## src/rtl/serial_paralelo_rx_pkg.sv

```systemverilog
// ----------------------------------------------------------------------------
// serial_paralelo_rx_pkg
// Shared definitions for the serial-paralelo receive path. The Tx side and
// its bench use the same symbols.
//   COM_SYM_DEF : comma symbol used for alignment and idle fill (0xBC)
//   IDLE_SYM    : idle data symbol (0x7C)
//   sp_rx_state_e : receiver FSM states, 2-bit encoding
//   sat_inc4    : saturating 4-bit increment for the comma counter
// ----------------------------------------------------------------------------
package serial_paralelo_rx_pkg;

    localparam logic [7:0] COM_SYM_DEF = 8'hBC;
    localparam logic [7:0] IDLE_SYM    = 8'h7C;

    typedef enum logic [1:0] {
        ST_SEARCH = 2'd0,
        ST_ALIGN  = 2'd1,
        ST_ACTIVE = 2'd2
    } sp_rx_state_e;

    // The comma counter must never wrap back to zero.
    function automatic logic [3:0] sat_inc4(input logic [3:0] v);
        return (v == 4'hF) ? v : v + 4'd1;
    endfunction

endpackage

```

## src/rtl/sp_rx_shifter.sv

```systemverilog
// ----------------------------------------------------------------------------
// sp_rx_shifter
// MSB-first input shift register plus the bit-phase counter of the receiver.
// Ports:
//   clk_1    : bit-rate clock
//   reset    : asynchronous active-high reset
//   data_in  : serial line bit
//   cnt_clr  : synchronous clear of bit_cnt (priority over cnt_en)
//   cnt_en   : advance bit_cnt modulo 8
//   sr_next  : {sr[6:0], data_in}, the byte window including this cycle's bit
//   boundary : bit_cnt == 7, sr_next holds a complete aligned byte
// ----------------------------------------------------------------------------
module sp_rx_shifter (
    input  logic       clk_1,
    input  logic       reset,
    input  logic       data_in,
    input  logic       cnt_clr,
    input  logic       cnt_en,
    output logic [7:0] sr_next,
    output logic       boundary
);

    logic [7:0] sr_reg;
    logic [2:0] bit_cnt_reg;

    // The window is combinational so the FSM can act on the edge that
    // samples the last bit of a byte.
    assign sr_next[0] = data_in;
    generate
        for (genvar gi = 0; gi < 7; gi++) begin : g_shift
            assign sr_next[gi+1] = sr_reg[gi];
        end
    endgenerate

    assign boundary = (bit_cnt_reg == 3'd7);

    always_ff @(posedge clk_1 or posedge reset) begin
        if (reset) begin
            sr_reg      <= 8'd0;
            bit_cnt_reg <= 3'd0;
        end else begin
            sr_reg <= sr_next;
            if (cnt_clr) begin
                bit_cnt_reg <= 3'd0;
            end else if (cnt_en) begin
                bit_cnt_reg <= bit_cnt_reg + 3'd1;
            end
        end
    end

endmodule

```

## src/rtl/serial_paralelo_rx.sv

```systemverilog
// ----------------------------------------------------------------------------
// serial_paralelo_rx
// Receive-side serial-to-parallel converter. Hunts for the comma symbol at
// any bit phase, locks byte alignment after COM_COUNT consecutive aligned
// commas, then delivers parallel bytes with a valid strobe and an idle level.
// Ports:
//   clk_1     : bit-rate clock, all logic on posedge
//   reset     : asynchronous active-high reset
//   data_in   : serial line bit, MSB first
//   data_out  : last aligned non-comma byte received
//   valid_out : one-cycle pulse when data_out takes a new data byte
//   idle_out  : last aligned byte while ACTIVE was the comma
//   active    : high while the FSM is in ACTIVE
// Optional build macro:
//   SP_RX_RESYNC_EN : a comma seen off the byte boundary while ACTIVE drops
//                     lock and restarts alignment on that comma. Without it
//                     ACTIVE is held until reset.
// ----------------------------------------------------------------------------
module serial_paralelo_rx
    import serial_paralelo_rx_pkg::*;
#(
    parameter logic [7:0] COM_SYM   = COM_SYM_DEF,
    parameter int         COM_COUNT = 4
) (
    input  logic       clk_1,
    input  logic       reset,
    input  logic       data_in,
    output logic [7:0] data_out,
    output logic       valid_out,
    output logic       idle_out,
    output logic       active
);

    localparam logic [4:0] COM_COUNT_W = 5'(COM_COUNT);

    // A single comma is enough when COM_COUNT is 1, so the hit goes
    // straight to ACTIVE.
    localparam sp_rx_state_e HIT_STATE = (COM_COUNT == 1) ? ST_ACTIVE : ST_ALIGN;

    sp_rx_state_e state_reg, state_next;
    logic [3:0]   com_cnt_reg, com_cnt_next;
    logic [7:0]   data_next;
    logic         valid_next, idle_next;
    logic         cnt_clr, cnt_en;
    logic [7:0]   sr_next;
    logic         boundary;
    logic         is_com;

    sp_rx_shifter u_shifter (
        .clk_1    (clk_1),
        .reset    (reset),
        .data_in  (data_in),
        .cnt_clr  (cnt_clr),
        .cnt_en   (cnt_en),
        .sr_next  (sr_next),
        .boundary (boundary)
    );

    // Plain equality: an X anywhere in the window gives no match, so an
    // undriven line never advances the FSM.
    assign is_com = (sr_next == COM_SYM);

    always_comb begin
        state_next   = state_reg;
        com_cnt_next = com_cnt_reg;
        data_next    = data_out;
        valid_next   = 1'b0;
        idle_next    = idle_out;
        cnt_clr      = 1'b0;
        cnt_en       = (state_reg != ST_SEARCH);

        case (state_reg)
            ST_SEARCH: begin
                if (is_com) begin
                    cnt_clr      = 1'b1;
                    com_cnt_next = 4'd1;
                    state_next   = HIT_STATE;
                end
            end
            ST_ALIGN: begin
                if (boundary) begin
                    if (is_com) begin
                        com_cnt_next = sat_inc4(com_cnt_reg);
                        if (({1'b0, com_cnt_reg} + 5'd1) == COM_COUNT_W) begin
                            state_next = ST_ACTIVE;
                            idle_next  = 1'b1;
                        end
                    end else begin
                        // Broken run: drop this byte and hunt again from the
                        // next bit, not from this window.
                        state_next   = ST_SEARCH;
                        com_cnt_next = 4'd0;
                    end
                end
            end
            ST_ACTIVE: begin
                if (boundary) begin
                    if (is_com) begin
                        idle_next = 1'b1;
                    end else begin
                        data_next  = sr_next;
                        valid_next = 1'b1;
                        idle_next  = 1'b0;
                    end
                end
`ifdef SP_RX_RESYNC_EN
                else if (is_com) begin
                    // Misaligned comma: lose lock and reuse this comma as
                    // the first hit of a new alignment run.
                    cnt_clr      = 1'b1;
                    com_cnt_next = 4'd1;
                    state_next   = HIT_STATE;
                    idle_next    = 1'b0;
                end
`endif
            end
            default: begin
                state_next   = ST_SEARCH;
                com_cnt_next = 4'd0;
            end
        endcase
    end

    always_ff @(posedge clk_1 or posedge reset) begin
        if (reset) begin
            state_reg   <= ST_SEARCH;
            com_cnt_reg <= 4'd0;
            data_out    <= 8'd0;
            valid_out   <= 1'b0;
            idle_out    <= 1'b0;
            active      <= 1'b0;
        end else begin
            state_reg   <= state_next;
            com_cnt_reg <= com_cnt_next;
            data_out    <= data_next;
            valid_out   <= valid_next;
            idle_out    <= idle_next;
            active      <= (state_next == ST_ACTIVE);
        end
    end

endmodule
```

## config.mk

```make
export PLATFORM = sky130hd
export DESIGN_NAME = serial_paralelo_rx
export DESIGN_NICKNAME = d
export VERILOG_FILES = /design/src/rtl/serial_paralelo_rx_pkg.sv /design/src/rtl/sp_rx_shifter.sv /design/src/rtl/serial_paralelo_rx.sv
export SDC_FILE = /design/constraint.sdc
export NUM_CORES = 1
export LEC_CHECK = 0
export BUFFER_PORTS_ARGS = -buffer_cell sky130_fd_sc_hd__clkbuf_2
export CAP_MARGIN = 20
export CORE_UTILIZATION = 60
export CTS_BUF_LIST = sky130_fd_sc_hd__clkbuf_16
export CTS_CLUSTER_SIZE = 10
export DETAILED_ROUTE_END_ITERATION = 8
export GPL_TIMING_DRIVEN = 0
export PLACE_DENSITY = 0.82
export SYNTH_ARGS = -nofsm -noshare
export SYNTH_HDL_FRONTEND = slang
export SYNTH_SLANG_ARGS = --single-unit
```

## constraint.sdc

```tcl
create_clock -name clk_1 -period 3.7 [get_ports clk_1]
set_input_delay 0 -clock clk_1 [delete_from_list [all_inputs] [get_ports clk_1]]
set_output_delay 0 -clock clk_1 [all_outputs]
set_load 0.1 [all_outputs]
```

* Word level (Yosys, flattened, before mapping)
Index checks and enable logic that the tools add are counted.
** Cells by class
- Equal/unequal tests :: 13
- Reduce and logical (&&, ||, !) cells :: 7
- Muxes and demuxes :: 22
- Bitwise logic cells :: 2
- Add/subtract/negate cells :: 3
** Operators with widths (number)
- two-way mux 4 bit :: 4
- one-hot mux 4 bit (3 select lines) :: 1
- != test 2 bit (second input constant) :: 5
- two-way mux 1 bit :: 9
- equality test 8 bit (second input constant) :: 1
- two-way mux 2 bit :: 4
- two-way mux 3 bit :: 2
- one-hot mux 2 bit (3 select lines) :: 1
- nonzero test 2 bit :: 3
- adder 4 x 1 -> 5 bit (second input constant) :: 1
- equality test 5 x 3 -> 1 bit (second input constant) :: 1
- AND reduction 5 bit :: 1
- adder 4 x 1 -> 4 bit (second input constant) :: 1
- equality test 2 bit (second input constant) :: 2
- equality test 4 bit (second input constant) :: 1
- AND reduction 4 bit :: 1
- adder 3 x 1 -> 3 bit (second input constant) :: 1
- equality test 3 bit (second input constant) :: 1
- != test 3 bit (second input constant) :: 1
- AND reduction 3 bit :: 1
- equality test 2 x 1 -> 1 bit (second input constant) :: 1
- logical NOT 2 bit :: 1
- NOT 1 bit :: 2
- one-hot mux 1 bit (2 select lines) :: 1
** Word-level totals
- Flip-flop bits (word level) :: 27

* Depth between registers and ports, before layout
Gate-level depths: netlist of run 1.
- Depth after elaboration :: 7
- Depth in mapped cells :: 6
- Depth with buffers taken out :: 6

* Hierarchy
From an unflattened synthesis of run 1, not the netlist that was laid out.
** Second synthesis, totals
- Cell total of the unflattened synthesis :: 102
- Area, all modules :: 1181.1 um^2
** Modules (own cells, without submodules)
- serial_paralelo_rx :: instances 1, area each 854.6 um^2, cells an instance 82
- sp_rx_shifter :: instances 1, area each 326.6 um^2, cells an instance 20

* Worst setup path after synthesis of run 1
No wires, ideal clock.
- Path type :: reg2reg
- From :: register u_shifter.sr_reg[5]
- To :: register data_out[0]
- Library setup time :: 0.125 ns
- Cell stages (with the launch flop) :: 6
- Data required time :: 3.575 ns
- Period minus slack after synthesis :: 1.791 ns
- Slack :: 1.909 ns
- Data arrival time :: 1.666 ns
- Cells stage by stage :: dfrtp_1 or4b_4 nor2_8 or3_4 buf_12 mux2_4
** On the way
- Longest elaborated chain between the ends :: 3
** RTL lines
- start: declaration :: RTL line sp_rx_shifter.sv:23 : logic [7:0] sr_reg;
- start signal: assignment :: RTL line sp_rx_shifter.sv:42 : sr_reg <= sr_next;
- equality test 8 bit :: RTL line serial_paralelo_rx.sv:61 : assign is_com = (sr_next == COM_SYM);
- NOT 1 bit (no line)
- AND reduction 3 bit (no line)
- end signal: assignment :: RTL line serial_paralelo_rx.sv:135 : data_out <= data_next;
- end: declaration :: RTL line serial_paralelo_rx.sv:28 : output logic [7:0] data_out,
Every way passes these cells.
A chain may end at the register's enable or synchronous reset.

* Final worst setup path of run 1
- From :: register u_shifter.bit_cnt_reg[0]
- To :: register data_out[4]
** On the way
- Longest elaborated chain between the ends :: 2
** RTL lines
- start: declaration :: RTL line sp_rx_shifter.sv:24 : logic [2:0] bit_cnt_reg;
- start signal: assignment :: RTL line sp_rx_shifter.sv:46 : bit_cnt_reg <= bit_cnt_reg + 3'd1;
- equality test 3 bit :: RTL line sp_rx_shifter.sv:35 : assign boundary = (bit_cnt_reg == 3'd7);
- AND reduction 3 bit (no line)
Every way passes these cells.

==> impl_metrics.csv, run 1 <==
group,metric,value,unit
routing,dr.pass1.iters,4,
global_routing,grt_pass1_wl,4100,µm
die,start_util,66.7,%
die,core,0.00182,mm²
routing,wl,2590,µm
sta,worst_pin_slew,0.565,ns
sta,rsz0062_at_grt,"no",
pwr,p_int,464,µW
worst_setup_path,cp-start-kind,"flop",
place,portBuffers,13,
routing,drt_iter0_markers,21,
finish,largest_register_ffs,8,
cts,cts_sinks,27,
global_routing,antenna_found_initial,0,
finish,mostFrequentLayoutCells,"dfrtp_1 (27), clkbuf_2 (13), inv_1 (9), o21ai_0 (8), mux2_4 (8)",
place,gp_congestion,0.761,
status,run_status,"completed",
finish,syn_to_final_growth,18.3,%
routing,dr_total_vias,850,
place,hpwl,1500,µm
cts,htreeDepth,1,
worst_setup_path,crit_type,"reg2reg",
cts,cts_tree,"built",
worst_hold_path,min_path_type,"in2async",
sta,finalMaxSlewViolations,0,
synth,syn-num-nets,102,
synth,yosysWarningCount,0,
synth,yosysTopAreaCell,"dfrtp_1",
synth,syn_inst,96,
pwr,p_sw_share,24.2,%
pwr,pwr-share-clk,38.9,%
sta,max_slew_margin,62.2,%
routing,antenna_left,0,
global_routing,grt_overflow,0,
synth,synth_top_area_share,55.6,%
die,die_y,47,µm
finish,finalNetCount,123,
flow_run,drv_cap,0,
die,die-area,0.00221,mm²
sta,timing.fmax,508,MHz
sta,hold_viol_final,0,
sta,setup_viol,0,
sta,period_needed,1.97,ns
cts,post_cts_buffers,0,
cts,clk_pin_slew,0.06,ns
place,dp_cells,134,
cts,insertion_delay,0.26,ns
sta,fin_setup_tns,0,ns
synth,synth-seq-cells,27,
die,io_pins,14,
cts,cts_buffer_depth,2,
worst_setup_path,crit_fanout,9,
place,post-place-ws,1.79,ns
die,row_count,15,
synth,syn_area_per_cell,12.7,µm²
routing,drc,0,
sta,clock_skew,0.00457,ns
die,chipWidth,47,µm
cts,cts_made_buffers,3,
sta,post-route-period-util,53.2,%
synth,synth.distinct_cells,34,
finish,layout_commonest_cell,"dfrtp_1",
pwr,power_leakage,0.000721,µW
synth,ys_seq_area_share,55.6,%
synth,synth.area.top_cells,"dfrtp_1 (56%), mux2_4 (9.9%), o21ai_0 (3.3%)",
global_routing,track_usage,28.1,%
pwr,cellPowerDensity,425,mW/mm²
worst_setup_path,critPathArrivalTime,2.11,ns
global_routing,grt_max_degree,28,
finish,drive_gt1_share,27.6,%
cts,cts_resized,0,
cts,root_buffer,"clkbuf_16",
pwr,peakVddDrop,340,µV
pwr,power.switching,148,µW
finish,instances_no_fill,141,
worst_setup_path,cp.required,3.84,ns
global_routing,first_global_vias,842,
worst_setup_path,worst_setup_path_end_kind,"flop",
sta,worst_slack,1.73,ns
routing,vias_per_cell,6.03,
finish,num_antenna_cells,0,
synth,synth.cell_area,0.00121,mm²
pwr,combPwrFrac,10.3,%
pwr,seq_power_share,50.8,%
routing,routedWlPerCell,18.3,µm
final timing paths:
kind                                                       from                             to  slack, ns  cells past startpoint
setup / recovery           u_shifter.bit_cnt_reg[0]$_DFFE_PP0P_        data_out[4]$_DFFE_PP0P_       1.73                      6
hold / removal                                            reset  u_shifter.sr_reg[3]$_DFF_PP0_       0.20                      3
setup reg to reg           u_shifter.bit_cnt_reg[0]$_DFFE_PP0P_        data_out[4]$_DFFE_PP0P_       1.73                      6
hold reg to reg                   u_shifter.sr_reg[4]$_DFF_PP0_  u_shifter.sr_reg[5]$_DFF_PP0_       0.43                      0
max in group asynchronous                                 reset        data_out[7]$_DFFE_PP0P_       3.12                      4
min in group clk_1                u_shifter.sr_reg[4]$_DFF_PP0_  u_shifter.sr_reg[5]$_DFF_PP0_       0.43                      0
per-layer routing:
| metal | routed length (µm) | part of all wire [%] | vias to the layer above | global-route usage (%) |
|---|---|---|---|---|
| met4 | 27 | 1.0 | 0 | 12.0 |
| met1 | 1030 | 40 | 433 | 35.2 |
| met3 | 100 | 3.9 | 4 | 4.23 |
| met2 | 1430 | 55 | 24 | 48.3 |
| met5 | 0 | 0 | - | 0 |
| li1 | - | - | 389 | - |
cells in the mapped netlist:
master    instances
and3_1            1
a41oi_1           1
nor2_1            2
o21ai_0           8
nand2_1           6
nor3b_1           1
a22oi_1           1
a32oi_1           1
or3_1             1
buf_12            1
o211a_1           1
ha_1              3
or4b_4            1
or3_4             1
dfrtp_1          27
nand3_1           3
mux2_4            8
nor4b_2           1
and2b_1           1
or4b_1            1
nor2b_1           1
inv_1             8
a21oi_1           1
mux2i_1           2
o21ai_1           1
nand2b_1          1
nor2_8            1
nand4_1           3
o211ai_1          3
inv_2             1
buf_2             1
nor3_1            1
or4_1             1
and4_1            1
through the flow:
step,area (µm²),power (µW),utilization (%),hold slack [ns]
floorplan,1210,363,-,0.0314
global placement,1310,372,72.0,0.176
detailed placement,1310,373,72.0,0.177
CTS,1410,608,77.5,0.426
global route,1440,625,79.0,0.222
finish,1440,612,79.0,0.200
worst max-delay path, cell delays in order, from the launching register on:
cell	delay [ns]
dfrtp_1	0.37
ha_1	0.15
ha_1	0.31
inv_1	0.13
or3_4	0.42
buf_12	0.16
mux2_4	0.30
timing repair:
action                                  in CTS  in global routing
endpoints found under the setup margin       0                  0
hold buffers                                 2                  0
hold endpoints to repair                    28                  0
kinds of logic (layout without fill, tap and decap cells):
kind of cell | Yosys count | in the layout | share of synthesized area (%)
AND/OR/NAND/NOR | 28 | 28 | 16.1
flip-flops | 27 | 27 | 55.6
AO/OA/AOI/OAI | 17 | 17 | 8.86
buffers and inverters | 11 | 31 | 4.84
multiplexers | 10 | 10 | 11.5
adder cells (fa/ha/maj) | 3 | 3 | 3.09
area by class of cell:
cell class / instances / area, µm²
Buffer: 2 / 25.0
Sequential cell: 27 / 676
Fill cell: 120 / 383
Tap cell: 25 / 31.3
Clock buffer: 3 / 75.1
Inverter: 9 / 33.8
Clock inverter: 1 / 3.75
Timing Repair Buffer: 16 / 113
Multi-Input combinational cell: 58 / 480
power by group through the flow:
stage	registers, µW	logic, µW	clock network (µW)
after floorplan	349	13.9	0
after global placement	315	56.8	0
after detailed placement	316	57.6	0
after CTS	311	59.4	238
after global routing	312	65.5	247
final	311	62.8	238
(Power assumes the default switching activity.)
==> run 2, diff against run 1 <==
--- a/config.mk
+++ b/config.mk
@@ -5,14 +5,15 @@
 export SDC_FILE = /design/constraint.sdc
 export NUM_CORES = 1
 export LEC_CHECK = 0
+export ABC_AREA = 1
 export BUFFER_PORTS_ARGS = -buffer_cell sky130_fd_sc_hd__clkbuf_2
 export CAP_MARGIN = 20
-export CORE_UTILIZATION = 60
+export CORE_UTILIZATION = 50
 export CTS_BUF_LIST = sky130_fd_sc_hd__clkbuf_16
 export CTS_CLUSTER_SIZE = 10
 export DETAILED_ROUTE_END_ITERATION = 8
 export GPL_TIMING_DRIVEN = 0
-export PLACE_DENSITY = 0.82
+export PLACE_DENSITY = 0.73
 export SYNTH_ARGS = -nofsm -noshare
 export SYNTH_HDL_FRONTEND = slang
 export SYNTH_SLANG_ARGS = --single-unit
==> constraint.sdc (replaced) <==
create_clock -name clk_1 -period 1.8 [get_ports clk_1]
set_input_delay 0 -clock clk_1 [delete_from_list [all_inputs] [get_ports clk_1]]
set_output_delay 0 -clock clk_1 [all_outputs]
set_load 0.1 [all_outputs]
==> impl_metrics.csv, run 2 <==
group,metric,value,unit
die,chipWidth,51.7,µm
synth,synth-main-ff-cell,"dfrtp_1",
die,die_y,51.7,µm
synth,synth_top_area_share,54.8,%
sta,worst_pin_slew,0.539,ns
worst_setup_path,crit_type,"reg2reg",
place,place_area,0.00133,mm²
finish,mostFrequentLayoutCells,"nand2_1 (47), dfrtp_1 (27), nor2_1 (13), clkbuf_2 (13), nand3_1 (11)",
finish,num_antenna_cells,0,
synth,synth.area.top_cells,"dfrtp_1 (55%), nand2_1 (14%), nand3_1 (4.5%)",
worst_hold_path,min_path_type,"in2async",
sta,worst_slack,0.366,ns
pwr,cellPowerDensity,986,mW/mm²
routing,drt_iter0_markers,7,
finish,syn_to_final_growth,18.5,%
cts,cts_tree,"built",
status,run_status,"completed",
sta,fin_setup_tns,0,ns
synth,synth-seq-cells,27,
sta,setup_viol,0,
synth,synth_common_cells,"nand2_1 (47), dfrtp_1 (27), nor2_1 (13)",
sta,clock_skew,0.00232,ns
sta,max_slew_margin,64.2,%
global_routing,first_global_vias,963,
finish,layout_commonest_cell,"nand2_1",
routing,drc,0,
sta,post-route-period-util,79.7,%
global_routing,track_usage,21.0,%
place,portBuffers,13,
finish,postLayoutCellArea,0.00146,mm²
cts,clk_pin_slew,0.06,ns
cts,cts_made_buffers,3,
pwr,pwr-share-clk,34.5,%
die,die-area,0.00267,mm²
pwr,combPwrFrac,16.2,%
die,core,0.00228,mm²
finish,finalNetCount,166,
place,gp_congestion,0.849,
place,hpwl,1700,µm
worst_setup_path,cp_top_family,"adder cells",
cts,insertion_delay,0.26,ns
flow_run,drv_cap,0,
die,io_pins,14,
global_routing,grt_overflow,0,
cts,cts_sinks,27,
cts,cts_buffer_depth,2,
sta,rsz0062_at_grt,"no",
synth,yosysWarningCount,0,
pwr,power.switching,391,µW
synth,ys_async_sr_fraction,100,%
worst_setup_path,crit_fanout,4,
worst_setup_path,cp.required,1.95,ns
routing,routedWlPerCell,12.3,µm
cts,htreeDepth,1,
synth,syn-num-nets,145,
sta,timing.fmax,697,MHz
worst_setup_path,critPathArrivalTime,1.59,ns
pwr,seq_power_share,49.3,%
routing,antenna_left,0,
worst_setup_path,slowest_stage,"dfrtp_1",
routing,dr.pass1.iters,4,
global_routing,grt_max_degree,28,
finish,largest_register_ffs,8,
worst_setup_path,critPathBufInv,1,
routing,dr_total_vias,953,
synth,synth.distinct_cells,21,
synth,syn_inst,139,
synth,syn_area_per_cell,8.88,µm²
sta,period_needed,1.43,ns
worst_setup_path,crit_top_cell,"nand2_1",
die,start_util,54.2,%
sta,hold_viol_final,0,
cts,root_buffer,"clkbuf_16",
routing,vias_per_cell,5.10,
sta,finalMaxSlewViolations,0,
synth,synth.cell_area,0.00123,mm²
synth,synth_edf_count,0,
pwr,power_leakage,0.000787,µW
synth,ys_seq_area_share,54.8,%
global_routing,grt_pass1_wl,4040,µm
worst_setup_path,crit_path_max_incr_delay,0.40,ns
worst_setup_path,cp_cell_sequence,"ha_1 -> ha_1 -> inv_1 -> nand2_1 -> nand2_1 -> a21oi_2 -> nand3_1 -> nand2_1",
synth,yosysMostFrequentCell,"nand2_1",
global_routing,antenna_found_initial,0,
synth,yosysTopAreaCell,"dfrtp_1",
cts,post_cts_buffers,0,
finish,nFillCells,193,
pwr,p_sw_share,27.2,%
pwr,peakVddDrop,733,µV
place,post-place-ws,0.387,ns
finish,drive_gt1_share,25.2,%
pwr,p_int,1050,µW
worst_setup_path,worst_setup_path_end_kind,"flop",
worst_setup_path,cp-start-kind,"flop",
die,row_count,17,
routing,wl,2300,µm
## run 2: changes by cell type in the layout (fill, tap and decap cells not counted), sizes merged, moves of 2 or more
cell,before,now
o21ai,9,5
or3,2,0
nor2,3,18
nand3,3,13
mux2i,2,0
mux2,8,0
or4b,2,0
o211ai,3,0
inv,10,16
nand2,6,48
o21a,0,2
## run 2: metal layers
metal  global-route usage (%)  part of all wire [%]  wire (µm)
met3                     5.26                   3.7         85
met2                     37.2                    50       1150
met4                     8.56                   1.6         37
met1                     23.9                    45       1030
met5                        0                     0          0
## run 2: worst paths after layout
check / start / endpoint / slack (ns) / cells after the start
setup / recovery: u_shifter.bit_cnt_reg[0]$_DFFE_PP0P_ / com_cnt_reg[3]$_DFFE_PP0P_ / 0.37 / 8
hold / removal: reset / data_out[2]$_DFFE_PP0P_ / 0.24 / 3
setup reg to reg: u_shifter.bit_cnt_reg[0]$_DFFE_PP0P_ / com_cnt_reg[3]$_DFFE_PP0P_ / 0.37 / 8
hold reg to reg: u_shifter.sr_reg[4]$_DFF_PP0_ / u_shifter.sr_reg[5]$_DFF_PP0_ / 0.40 / 0
max in group asynchronous: reset / com_cnt_reg[3]$_DFFE_PP0P_ / 1.14 / 4
min in group clk_1: u_shifter.sr_reg[4]$_DFF_PP0_ / u_shifter.sr_reg[5]$_DFF_PP0_ / 0.40 / 0
## run 2: area by class of cell
cell class	instances	area, µm²	area share (%)
flip-flops and latches	27	676	46.2
multi-input cells	95	487	33.3
repair buffers	16	113	7.71
clock buffers	3	75.1	5.14
inverters	16	60.1	4.11
well taps	28	35.0	2.40
plain buffers	1	11.3	0.771
clock inverters	1	5.00	0.342
## run 2: cells by family (layout without fill, tap and decap cells)
family / Yosys count / after routing / synth area share [%]
adders and majority gates: 3 / 3 / 3.04
buffers and inverters: 17 / 37 / 5.78
DFF: 27 / 27 / 54.8
and+or+nand+nor: 82 / 82 / 30.8
AOI/OAI and AO/OA: 10 / 10 / 5.58
## run 2: worst reg2reg max path: stages, from the launching register on
cell and delay (ns):
dfrtp_1 0.40, ha_1 0.21, ha_1 0.23, inv_1 0.09, nand2_1 0.06, nand2_1 0.12, a21oi_2 0.07, nand3_1 0.10
nand2_1 0.06
## run 2: what timing repair did
action / in CTS / in global routing
hold buffers: 2 / 0
resized for setup: 0 / 0
endpoints found under the hold margin: 28 / 0
## run 2: stage by stage
stage / hold WS, ns / power [µW] / std cells / util [%]
2_1_floorplan: 0.0314 / 887 / 139 / -
3_3_place_gp: 0.159 / 925 / 180 / 58.6
3_5_place_dp: 0.164 / 946 / 180 / 58.6
4_1_cts: 0.405 / 1450 / 186 / 63.0
5_1_grt: 0.292 / 1520 / 187 / 64.2
6_report: 0.243 / 1440 / 187 / 64.2
## run 2: power groups by stage
| stage | logic, µW | clock network [µW] | registers (µW) |
|---|---|---|---|
| final | 233 | 497 | 710 |
| after CTS | 231 | 506 | 710 |
| after global routing | 276 | 525 | 719 |
| after global placement | 209 | 0 | 716 |
| after detailed placement | 225 | 0 | 721 |
| after floorplan | 179 | 0 | 709 |
==> run 3, diff against run 2 <==
--- a/config.mk
+++ b/config.mk
@@ -5,7 +5,7 @@
 export SDC_FILE = /design/constraint.sdc
 export NUM_CORES = 1
 export LEC_CHECK = 0
-export ABC_AREA = 1
+export ABC_AREA = 0
 export BUFFER_PORTS_ARGS = -buffer_cell sky130_fd_sc_hd__clkbuf_2
 export CAP_MARGIN = 20
 export CORE_UTILIZATION = 50
==> constraint.sdc (replaced) <==
create_clock -name clk_1 -period 1.3 [get_ports clk_1]
set_input_delay 0 -clock clk_1 [delete_from_list [all_inputs] [get_ports clk_1]]
set_output_delay 0 -clock clk_1 [all_outputs]
set_load 0.1 [all_outputs]
==> impl_metrics.csv, run 3 (synthesis gave the netlist of run 1 again) <==
group,metric,value,unit
finish,finalNetCount,145,
place,gp_congestion,0.783,
worst_setup_path,cp_cell_sequence,"ha_2 -> ha_4 -> inv_1 -> or3_4 -> buf_12 -> mux2_4",
sta,worst_slack,-0.517,ns
pwr,power_leakage,0.000830,µW
routing,highest_layer,"met4",
routing,drc,0,
worst_setup_path,crit_type,"reg2reg",
place,portBuffers,13,
finish,instances_no_fill,166,
finish,num_antenna_cells,0,
sta,timing.fmax,550,MHz
die,core,0.00225,mm²
die,die-area,0.00263,mm²
finish,syn_to_final_growth,38.4,%
routing,dr.pass1.iters,4,
sta,period_needed,1.82,ns
finish,postLayoutCellArea,0.00168,mm²
cts,htreeDepth,1,
pwr,p_sw_share,23.9,%
routing,wl,2870,µm
pwr,cellPowerDensity,1040,mW/mm²
routing,dr_total_vias,930,
global_routing,antenna_found_initial,0,
finish,mostFrequentLayoutCells,"dfrtp_1 (27), buf_4 (16), clkbuf_2 (13), inv_1 (9), mux2_4 (8)",
finish,layout_commonest_cell,"dfrtp_1",
cts,cts_made_buffers,3,
cts,cts_sinks,27,
worst_hold_path,holdPathStages,2,
worst_setup_path,cp.required,1.43,ns
sta,worst_pin_slew,0.543,ns
status,run_status,"complete, but fails checks",
sta,hold_viol_final,0,
routing,wl_met3,114,µm
routing,dr_wl_met2,1470,µm
worst_setup_path,crit_path_max_incr_delay,0.44,ns
cts,root_buffer,"clkbuf_16",
place,dp_cells,137,
pwr,peakVddDrop,904,µV
sta,rsz0062_at_grt,"yes",
routing,routedWlPerCell,17.3,µm
cts,clk_pin_slew,0.06,ns
sta,fin_setup_tns,-8.41,ns
status,violations,"setup timing",
worst_setup_path,critPathBufInv,2,
finish,drive_gt1_share,42.0,%
finish,nFillCells,150,
global_routing,grt_max_degree,28,
worst_hold_path,min_path_type,"in2reg",
pwr,pwr-share-clk,38.0,%
die,start_util,53.9,%
cts,insertion_delay,0.25,ns
die,chipWidth,51.3,µm
cts,cts_tree,"built",
finish,largest_register_ffs,8,
die,io_pins,14,
global_routing,grt_pass1_wl,4160,µm
worst_setup_path,crit_fanout,5,
sta,clock_skew,0.00571,ns
flow_run,drv_cap,0,
pwr,power.switching,418,µW
pwr,combPwrFrac,11.6,%
routing,antenna_left,0,
routing,drt_iter0_markers,12,
worst_setup_path,cp-start-kind,"flop",
worst_setup_path,critPathArrivalTime,1.95,ns
routing,drt-met1-wl,1220,µm
place,place_area,0.00132,mm²
pwr,p_int,1330,µW
pwr,seq_power_share,50.4,%
worst_setup_path,worst_setup_path_end_kind,"flop",
worst_setup_path,crit_cells,6,
sta,finalMaxSlewViolations,0,
cts,cts_buffer_depth,2,
worst_setup_path,slowest_stage,"or3_4",
global_routing,track_usage,22.0,%
worst_setup_path,cp_top_family,"simple AND/OR/NAND/NOR gates",
worst_setup_path,r2r_cells,6,
sta,setup_viol,20,
routing,vias_per_cell,5.60,
place,hpwl,1500,µm
die,row_count,17,
global_routing,first_global_vias,895,
sta,post-route-period-util,140,%
global_routing,grt_overflow,0,
die,die_y,51.3,µm
sta,max_slew_margin,64.0,%
run 3: cell count changes in the layout (fill, tap and decap cells not counted), moves of 3 or more:
cell      change
nor2_2        -4
inv_2         -8
o21ai_0       +7
o211ai_1      +3
buf_4        +16
nand3_1       -9
mux2_4        +8
nor2_1       -11
buf_6         +4
nand2_1      -41
run 3: timing repair:
action                                  CTS  global route
hold buffers                              2             0
endpoints found under the setup margin   20            20
setup buffers                            11            11
cloned                                    1             0
gates resized for setup                  12             2
hold endpoints to repair                 28             0
pin swaps                                 9             7
run 3: worst reg2reg max path, delay by kind of cell, from the launching register on:
| kind | cells | cell delay [ns] |
|---|---|---|
| adder cells (fa/ha/maj) | 2 | 0.36 |
| buffers and inverters | 2 | 0.24 |
| flip-flops | 1 | 0.37 |
| multiplexers | 1 | 0.29 |
| AND/OR/NAND/NOR | 1 | 0.44 |
run 3: worst paths after layout:
check                                                      from                       endpoint  slack, ns
hold / removal                                          data_in        data_out[0]$_DFFE_PP0P_       0.09
min in group asynchronous                                 reset  u_shifter.sr_reg[6]$_DFF_PP0_       0.29
setup / recovery           u_shifter.bit_cnt_reg[1]$_DFFE_PP0P_        data_out[1]$_DFFE_PP0P_      -0.52
hold reg to reg                   u_shifter.sr_reg[2]$_DFF_PP0_  u_shifter.sr_reg[3]$_DFF_PP0_       0.45
max in group asynchronous                                 reset  u_shifter.sr_reg[4]$_DFF_PP0_       0.56
setup reg to reg           u_shifter.bit_cnt_reg[1]$_DFFE_PP0P_        data_out[1]$_DFFE_PP0P_      -0.52
run 3: per-layer routing:
metal	track usage [%]	up-vias
li1	-	430
met1	28.7	458
met2	35.5	34
met3	4.76	8
met4	8.56	0
met5	0	-
run 3: final cells by class:
type | count | area (µm²) | area share [%]
multi-input cells | 58 | 517 | 30.7
clock buffers | 3 | 75.1 | 4.46
inverters | 9 | 33.8 | 2.01
clock inverters | 1 | 3.75 | 0.223
flip-flops and latches | 27 | 676 | 40.2
plain buffers | 2 | 25.0 | 1.49
well taps | 28 | 35.0 | 2.08
repair buffers | 38 | 317 | 18.8
run 3: metrics by stage:
stage / total power, µW / hold slack, ns / util [%] / setup slack, ns
after floorplan: 1030 / 0.0314 / - / -0.471
final: 1750 / 0.0908 / 74.6 / -0.517
after global placement: 1060 / 0.175 / 58.3 / -0.558
after CTS: 1750 / 0.0867 / 69.9 / -0.517
after global routing: 1820 / 0.0899 / 74.6 / -0.569
after detailed placement: 1060 / 0.186 / 58.3 / -0.598
run 3: power by group through the flow:
| stage | sequential [µW] | clock [µW] | combinational [µW] |
|---|---|---|---|
| after CTS | 882 | 678 | 186 |
| after floorplan | 993 | 0 | 39.6 |
| after global routing | 886 | 723 | 212 |
| final | 883 | 667 | 203 |
| after detailed placement | 899 | 0 | 164 |
| after global placement | 897 | 0 | 163 |
